## config.mk

```make
export PLATFORM = sky130hd
export DESIGN_NAME = pcie_dll_tx
export DESIGN_NICKNAME = d
export VERILOG_FILES = /design/src/rtl/pcie_dll_tx.sv
export SDC_FILE = /design/constraint.sdc
export NUM_CORES = 2
export LEC_CHECK = 0
export CORE_ASPECT_RATIO = 2
export CORE_MARGIN = 5
export CORE_UTILIZATION = 55
export CTS_BUF_LIST = sky130_fd_sc_hd__clkbuf_16
export DETAILED_ROUTE_END_ITERATION = 12
export PLACE_DENSITY_LB_ADDON = 0.15
export RECOVER_POWER = 100
export SETUP_SLACK_MARGIN = 0.5
export SYNTH_ARGS = -nofsm -noshare
export SYNTH_HDL_FRONTEND = slang
export SYNTH_SLANG_ARGS = --single-unit
```

## constraint.sdc

```tcl
create_clock -name clk -period 32 [get_ports clk]
set_input_delay 3.2 -clock clk [delete_from_list [all_inputs] [get_ports clk]]
set_output_delay 3.2 -clock clk [all_outputs]
set_load 0.05 [all_outputs]
```

## src/rtl/pcie_dll_tx.sv

```systemverilog
// PCIe data-link-layer transmit path: sequence tagging, LCRC framing,
// replay buffer with ACK/NAK purge, replay timer and replay-number rollover.
module pcie_dll_tx #(
    parameter int TLP_W          = 256,
    parameter int RB_DEPTH       = 4,
    parameter int REPLAY_TIMEOUT = 1024
) (
    input  logic                clk,
    input  logic                rst_n,
    input  logic                tlp_valid_i,
    input  logic [TLP_W-1:0]    tlp_i,
    output logic                tlp_ready_o,
    input  logic                ack_nak_valid_i,
    input  logic                ack_nak_is_nak_i,
    input  logic [11:0]         ack_nak_seq_i,
    output logic                ack_nak_ready_o,
    output logic                pkt_valid_o,
    output logic [TLP_W+47:0]   pkt_o,
    input  logic                pkt_ready_i,
    output logic                retrain_req_o
);
    localparam int AW = (RB_DEPTH > 1) ? $clog2(RB_DEPTH) : 1;
    localparam int CW = AW + 1;
    localparam int EW = TLP_W + 12;
    localparam int TW = (REPLAY_TIMEOUT > 2) ? $clog2(REPLAY_TIMEOUT) : 1;
    localparam logic [CW-1:0] DEPTH_C  = CW'(RB_DEPTH);
    localparam logic [TW-1:0] TMR_LAST = TW'(REPLAY_TIMEOUT - 1);

    // state | meaning
    // NORMAL | accept new TLPs and ACK/NAK DLLPs, replay timer running
    // REPLAY | re-send every buffered entry oldest-first, inputs stalled
    localparam logic [0:0] ST_NORMAL = 1'b0;
    localparam logic [0:0] ST_REPLAY = 1'b1;

    function automatic logic [31:0] lcrc(input logic [EW+3:0] din);
        logic [31:0] c;
        logic        fb;
        c = 32'hFFFF_FFFF;
        for (int i = EW + 3; i >= 0; i--) begin
            fb = c[31] ^ din[i];
            c  = {c[30:0], 1'b0};
            if (fb) c = c ^ 32'h04C1_1DB7;
        end
        return ~c;
    endfunction

    logic [0:0]        state_q, state_d;
    logic [11:0]       next_seq_q, next_seq_d;
    logic [CW-1:0]     count_q, count_d;
    logic [AW-1:0]     rd_ptr_q, rd_ptr_d;
    logic [AW-1:0]     wr_ptr_q, wr_ptr_d;
    logic [TW-1:0]     timer_q, timer_d;
    logic [1:0]        replay_num_q, replay_num_d;
    logic              retrain_q, retrain_d;
    logic [CW-1:0]     rp_idx_q, rp_idx_d;
    logic              pkt_valid_q, pkt_valid_d;
    logic [TLP_W+47:0] pkt_q, pkt_d;

    logic [EW-1:0]     rb_mem [RB_DEPTH];
    logic [EW-1:0]     rb_rd;
    logic [EW-1:0]     ld_entry;
    logic [11:0]       oldest_seq, diff;
    logic [CW-1:0]     purge_n;
    logic [1:0]        rn_base;
    logic              out_free, out_xfer, tlp_xfer, an_acc;
    logic              in_range, purge, nak_go, expire, go, load_rp;

    assign out_free        = ~pkt_valid_q | pkt_ready_i;
    assign out_xfer        = pkt_valid_q & pkt_ready_i;
    assign ack_nak_ready_o = rst_n & (state_q == ST_NORMAL);
    assign tlp_ready_o     = rst_n & (state_q == ST_NORMAL) & (count_q < DEPTH_C) & out_free;
    assign tlp_xfer        = tlp_valid_i & tlp_ready_o;
    assign an_acc          = ack_nak_valid_i & ack_nak_ready_o;
    assign rb_rd           = rb_mem[rd_ptr_q + AW'(rp_idx_q)];
    assign pkt_valid_o     = pkt_valid_q;
    assign pkt_o           = pkt_q;
    assign retrain_req_o   = retrain_q;

    always_comb begin
        state_d      = state_q;
        next_seq_d   = next_seq_q + 12'(tlp_xfer);
        wr_ptr_d     = wr_ptr_q + AW'(tlp_xfer);
        rp_idx_d     = rp_idx_q;
        pkt_valid_d  = pkt_valid_q;
        pkt_d        = pkt_q;
        retrain_d    = 1'b0;
        ld_entry     = {next_seq_q, tlp_i};

        // Sequence numbers in the buffer are contiguous, so the oldest one
        // follows from next_seq and the occupancy.
        oldest_seq = next_seq_q - 12'(count_q);
        diff       = ack_nak_seq_i - oldest_seq;
        in_range   = diff < 12'(count_q);
        purge      = an_acc & in_range;
        purge_n    = purge ? CW'(diff + 12'd1) : '0;
        nak_go     = an_acc & ack_nak_is_nak_i & (in_range | (diff == 12'hFFF));
        rd_ptr_d   = rd_ptr_q + AW'(purge_n);
        count_d    = count_q + CW'(tlp_xfer) - purge_n;

        expire = (state_q == ST_NORMAL) & (timer_q == TMR_LAST) & ~purge;
        go     = (state_q == ST_NORMAL) & (nak_go | expire) & (count_d != '0);

        load_rp = (state_q == ST_REPLAY) & out_free & (rp_idx_q != count_q);
        if (load_rp) ld_entry = rb_rd;
        if (tlp_xfer | load_rp) begin
            pkt_d       = {4'b0, ld_entry, lcrc({4'b0, ld_entry})};
            pkt_valid_d = 1'b1;
        end else if (out_xfer) begin
            pkt_valid_d = 1'b0;
        end

        if (state_q == ST_REPLAY) begin
            if (load_rp) rp_idx_d = rp_idx_q + CW'(1);
            if ((rp_idx_q == count_q) && out_xfer) state_d = ST_NORMAL;
        end

        timer_d = timer_q;
        if ((state_q == ST_NORMAL) && (count_q != '0)) timer_d = timer_q + TW'(1);
        if (go || purge || (count_d == '0)) timer_d = '0;

        rn_base      = purge ? 2'd0 : replay_num_q;
        replay_num_d = rn_base;
        if (go) begin
            state_d      = ST_REPLAY;
            rp_idx_d     = '0;
            replay_num_d = rn_base + 2'd1;
            retrain_d    = (rn_base == 2'd3);
        end
    end

    always_ff @(posedge clk or negedge rst_n) begin
        if (!rst_n) begin
            state_q      <= ST_NORMAL;
            next_seq_q   <= '0;
            count_q      <= '0;
            rd_ptr_q     <= '0;
            wr_ptr_q     <= '0;
            timer_q      <= '0;
            replay_num_q <= '0;
            retrain_q    <= 1'b0;
            rp_idx_q     <= '0;
            pkt_valid_q  <= 1'b0;
            pkt_q        <= '0;
        end else begin
            state_q      <= state_d;
            next_seq_q   <= next_seq_d;
            count_q      <= count_d;
            rd_ptr_q     <= rd_ptr_d;
            wr_ptr_q     <= wr_ptr_d;
            timer_q      <= timer_d;
            replay_num_q <= replay_num_d;
            retrain_q    <= retrain_d;
            rp_idx_q     <= rp_idx_d;
            pkt_valid_q  <= pkt_valid_d;
            pkt_q        <= pkt_d;
        end
    end

    // Storage only; validity is tracked by the pointers and count.
    always_ff @(posedge clk) begin
        if (tlp_xfer) rb_mem[wr_ptr_q] <= {next_seq_q, tlp_i};
    end
endmodule

```

== Word-level counts from Yosys, hierarchy flattened ==
Memory sizes are Yosys's and may differ from the RTL's.
Index checks and enable logic that the tools add are counted.

* Output and inout bits: 308
* Word-level logic and storage cells: 1165
* Memory bits (writable): 1072
* Memories: 1
* Flip-flop bits (word level): 337
* Input bits: 274

{| class="wikitable"
|+ Memories
! memory !! words !! bits a word !! read ports !! clocked after memory_dff !! wr ports !! RTL line !! RTL
|-
| rb_mem || 4 || 268 || 1 || 0 || 1 || 59 || <nowiki>logic [EW-1:0] rb_mem [RB_DEPTH];</nowiki>
|}

* Add/sub/neg operators: 12
* Muxes and demuxes: 560
* $lt $le $gt $ge: 2
* Eq/ne operators: 5
* Bitwise logic cells: 562
* Reductions and logical operators: 12

{| class="wikitable"
|+ Operator list
! cell !! number
|-
| $mux W32 || 272
|-
| $mux W27 || 271
|-
| $not A14 Y14 || 271
|-
| $mux W268 || 1
|-
| $xor A1 B1 Y1 || 268
|-
| $not A32 Y32 || 1
|-
| $mux W10 || 2
|-
| $and A1 B1 Y1 || 15
|-
| $add A12 B1 Y12 || 1
|-
| $eq A12 B12 Y1 const B || 1
|-
| $lt A12 B3 Y1 || 1
|-
| $mux W3 || 4
|-
| $sub A12 B12 Y12 || 1
|-
| $sub A12 B3 Y12 || 1
|-
| $add A10 B1 Y10 const B || 1
|-
| $eq A10 B10 Y1 const B || 1
|-
| $mux W1 || 8
|-
| $reduce_bool A2 Y1 || 4
|-
| $add A3 B1 Y3 const B || 2
|-
| $reduce_bool A3 Y1 || 2
|-
| $add A2 B2 Y2 || 2
|-
| $mux W2 || 2
|-
| $or A1 B1 Y1 || 4
|-
| $add A3 B1 Y3 || 1
|-
| other kinds (12) || 16
|}

== Logic depth before layout (Yosys ltp) ==
* Depth after elaboration: 821
* Mapped depth: 65
* Mapped depth without buffers: 52

== Least setup slack after synthesis ==
No wires, ideal clock.

* Path type: in2reg
* Start: in rst_n
* End: mem rb_mem[1][0] in the netlist's numbering (enable)
* Path slack: 5217 ps
* Data required time: 30720 ps
* Stages: 6
* Arrival: 25502 ps
* Cells stage by stage: nor2b_1 > nor3b_1 > nand2_1 > clkbuf_1 > clkbuf_1 > nor3b_1

* Cells in the longest elaborated chain, start to end: 6

{| class="wikitable"
|+ Ends and longest elaborated chain
! what !! RTL line !! RTL
|-
| start: declaration || 9 || <nowiki>input logic rst_n,</nowiki>
|-
| $and A1 B1 Y1 (3 in a row) || 71 || <nowiki>assign tlp_ready_o = rst_n & (state_q == ST_NORMAL) & (count_q < DEPTH_C) & out_free;</nowiki>
|-
| named net tlp_ready_o || 12 || <nowiki>output logic tlp_ready_o,</nowiki>
|-
| $and A1 B1 Y1 || 72 || <nowiki>assign tlp_xfer = tlp_valid_i & tlp_ready_o;</nowiki>
|-
| $mux W1 || 161 || <nowiki>if (tlp_xfer) rb_mem[wr_ptr_q] <= {next_seq_q, tlp_i};</nowiki>
|-
| $mux W1 (not written as such) || 161 ||
|-
| end: declaration || 59 ||
|}

The timed path passes the listed nets, and every way through them passes these cells.

==> reports/metrics.cfg <==
[outcome]
run_status = complete, but fails checks
failed_checks = max-capacitance violations, max-slew violations

[clock_tree]
tritoncts = yes
cts_max_path_buffers = 3
clock_sink_count = 1409
numCtsBuffers = 118
clock-root-buffer = sky130_fd_sc_hd__clkbuf_16
clkSlewWorstSetupHoldPaths_ps = 70
cts_max_level = 3
clk-insertion-delay-late_ps = 770
postCtsSetupBuffers = 0
cts.hold.buffers_added = 0
cts_repair_resize_count = 0

[yosys]
synth_area_per_cell_um2 = 16.8
post-synth-top-area-fraction_pct = 35.8
sequential_to_total_area_share_from_yosys_stat_pct = 45.2
synth-edff-count = 1072
postSynth.topFlopCell = sky130_fd_sc_hd__edfxtp_1
syn-cell-area_mm2 = 0.0898
synth.largest_area_cell = sky130_fd_sc_hd__edfxtp_1
ys.warnings.count = 0
post_synth_main_area_contributors = sky130_fd_sc_hd__edfxtp_1, sky130_fd_sc_hd__xnor3_1, sky130_fd_sc_hd__dfrtp_1
postSynthCellCount = 5349
postSynthRegisterBits = 1409
synth_async_sr_flop_share_pct = 23.9
synth_cell_types = 54

[detailed_routing]
ant_nets = 0
via_count = 47500
routedWlPerCell_um = 32.4
detail_route.drc_violations = 0
detail_route.vias_per_cell = 5.78
route.final.wire_length_um = 266000
drt_pre_antenna_iters = 7
route.met3.wl_um = 12200
drt-met1-wl_um = 83800
dr_top_layer = met5
wl_met2_um = 149000
drt_iter0_markers = 2611

[final_layout]
layout-area-overhead-vs-synth_pct = 13.8
nFillCells = 12000
final_layout_size_suffix_gt1_share_pct = 12.9
fin_nets = 6269

[critical_path]
crit-reg2reg-launch = rp_idx_q[0]$_DFFE_PN0P_
worst-path-max-fanout = 91
crit_path_frequent_cell = sky130_fd_sc_hd__xnor3_1
worstSetupStartpointType = input port
worstSetupEndpointType = flip-flop
timing_worst_setup_path_type = in2reg
startpoint = pkt_ready_i
critical_path.max_stage_delay_ps = 970
req_time_crit_path_ps = 32620
timing.critical_path.slowest_stage_cell = sky130_fd_sc_hd__xnor3_1
arrival_worst_endpoint_ps = 31910

[min_path]
hp-start = pkt_o[266]$_DFFE_PN0P_
hold_path_class = reg2reg

[floorplan]
die_x_um = 296
fp-row-count = 209
fp.coreArea_mm2 = 0.162
floorplan.die_area_mm2 = 0.172
initial_core_utilization_pct = 55.3
fp.dieH_um = 581
ios = 582

[global_route]
grt_start_max_net_pins = 106
initial_antenna_violation_count = 57
via_count_of_the_first_global_routing_pass = 51100
total_routing_usage_gr_pct = 30.7
grt_pass1_wl_um = 375000
grt_overflow_total = 0

[timing]
max-slew-margin-rel_pct = -364
fmax_mhz = 32.0
max_slew.worst_pin.slew_ps = 6960
tns_ps = 0
timing.final.crit_share_pct = 97.8
finalClockSkew_ps = 59.1
final_slew_violations = 2016
number_of_endpoints_with_negative_hold_slack_in_the_final_report = 0
layout_min_cycle_time_ps = 31290
rsz0062_at_grt = false
final-setup-viol-count = 0

[flow_run]
maxCapViolations = 37

[place]
portBuffers = 577
gp_congestion = 0.994
hpwlAfterDp_um = 209000

## state kept, by name (all words and copies together), names as in the netlist
signal and cells:
count_q 3, next_seq_q 12, pkt_o 300, pkt_valid_o 1, rb_mem 1072, rd_ptr_q 2
replay_num_q 2, retrain_req_o 1, rp_idx_q 3, state_q 1, timer_q 10, wr_ptr_q 2
## final cells by class
class / instances / area [µm²] / share of cell area [%]
inverter: 37 / 139 / 0.136
timing repair buffer: 676 / 6400 / 6.26
sequential: 1409 / 40600 / 39.8
tap: 2110 / 2640 / 2.58
clock buffer: 119 / 2980 / 2.91
clock inverter: 107 / 1140 / 1.11
multi-input combinational: 3715 / 48200 / 47.1
antenna: 37 / 92.6 / 0.0906
## path summary, 6_finish.rpt
check	endpoint	slack [ps]	cells past startpoint
worst min register to register	pkt_o[266]$_DFFE_PN0P_	500	2
worst max register to register	pkt_o[12]$_DFFE_PN0P_	2510	52
min in group asynchronous	count_q[1]$_DFF_PN0_	4430	1
worst min-delay path	pkt_o[266]$_DFFE_PN0P_	500	2
max in group asynchronous	pkt_o[216]$_DFFE_PN0P_	19310	2
worst max-delay path	pkt_o[12]$_DFFE_PN0P_	710	52
## per-stage QoR
stage | instances | instance area, µm² | utilization [%] | hold WS [ps] | worst slack [ps]
floorplan | 5352 | 89800 | - | 474 | 5220
global placement | 7947 | 98200 | 60.5 | 466 | 482
detailed placement | 7947 | 98200 | 60.5 | 494 | 373
CTS | 8173 | 102000 | 63.0 | 510 | 1110
global route | 8188 | 102000 | 62.9 | 540 | 366
finish | 8210 | 102000 | 62.9 | 501 | 715
## cell usage after synthesis, types with 6 or more instances
cell,n
sky130_fd_sc_hd__a21oi_1,277
sky130_fd_sc_hd__a31oi_1,8
sky130_fd_sc_hd__buf_1,38
sky130_fd_sc_hd__buf_2,17
sky130_fd_sc_hd__buf_4,19
sky130_fd_sc_hd__clkbuf_1,108
sky130_fd_sc_hd__dfrtp_1,337
sky130_fd_sc_hd__edfxtp_1,1072
sky130_fd_sc_hd__ha_1,34
sky130_fd_sc_hd__inv_1,36
sky130_fd_sc_hd__mux2_2,7
sky130_fd_sc_hd__mux2i_1,319
sky130_fd_sc_hd__mux2i_4,7
sky130_fd_sc_hd__mux4_2,246
sky130_fd_sc_hd__nand2_1,75
sky130_fd_sc_hd__nand3_1,12
sky130_fd_sc_hd__nand4_1,6
sky130_fd_sc_hd__nor2_1,293
sky130_fd_sc_hd__nor3_1,7
sky130_fd_sc_hd__o21ai_0,18
sky130_fd_sc_hd__o21ai_1,12
sky130_fd_sc_hd__o21bai_1,7
sky130_fd_sc_hd__xnor2_1,894
sky130_fd_sc_hd__xnor2_2,90
sky130_fd_sc_hd__xnor2_4,28
sky130_fd_sc_hd__xnor3_1,721
sky130_fd_sc_hd__xnor3_2,71
sky130_fd_sc_hd__xor2_1,362
sky130_fd_sc_hd__xor2_2,37
sky130_fd_sc_hd__xor2_4,7
sky130_fd_sc_hd__xor3_1,113
sky130_fd_sc_hd__xor3_2,24
## layout by cell type (no fill, tap or decap), drive strengths merged, types with 2 or more instances in the layout
| master | synthesis | layout |
|---|---|---|
| nand3 | 12 | 12 |
| xnor2 | 1012 | 1012 |
| conb | 1 | 4 |
| and2 | 2 | 2 |
| nor3 | 7 | 7 |
| a31oi | 8 | 8 |
| and3 | 5 | 5 |
| nand2 | 75 | 75 |
| a21oi | 277 | 277 |
| xor3 | 137 | 137 |
| diode | 0 | 37 |
| a21o | 2 | 2 |
| clkinvlp | 0 | 16 |
| clkbuf | 108 | 153 |
| clkdlybuf4s50 | 0 | 16 |
| dlygate4sd3 | 0 | 560 |
| or3 | 2 | 2 |
| dfrtp | 337 | 337 |
| nor2 | 293 | 293 |
| xnor3 | 792 | 792 |
| ha | 34 | 34 |
| a211oi | 2 | 2 |
| fa | 4 | 4 |
| o21bai | 7 | 7 |
| xor2 | 406 | 406 |
| nand4 | 6 | 6 |
| nor3b | 3 | 3 |
| nor2b | 3 | 3 |
| bufinv | 0 | 17 |
| clkinv | 1 | 50 |
| mux2i | 331 | 331 |
| buf | 83 | 66 |
| mux4 | 246 | 246 |
| edfxtp | 1072 | 1072 |
| inv | 36 | 61 |
| mux2 | 7 | 7 |
| o21ai | 30 | 30 |
## critical path: cells and delay by family
kind,cells,cell delay [ps]
buf+inv,2,990
mux,2,650
compound gates,1,350
simple gates,1,100
xor+xnor,46,26320
## per-layer routing
| layer | GRT usage, % | up-vias |
|---|---|---|
| met1 | 31.3 | 24400 |
| met2 | 58.2 | 1575 |
| li1 | - | 20900 |
| met5 | 0 | - |
| met4 | 19.2 | 4 |
| met3 | 4.06 | 640 |
## cells by family (layout without fill, tap and decap cells)
logic type,count (synthesis),in the layout,share of synthesized area [%]
adder cells (fa/ha/maj),38,38,0.563
XOR/XNOR,2347,2347,39.2
AND/OR/NAND/NOR,412,412,1.83
flip-flops,1409,1409,45.2
multiplexers,584,584,10.1
other,1,41,0.00418
buffers and inverters,228,939,1.15
AO/OA/AOI/OAI,330,330,1.92
Power is left out: the tool's default activity adds up to more than one toggle a clock period on the data nets, which glitch-free logic cannot reach.
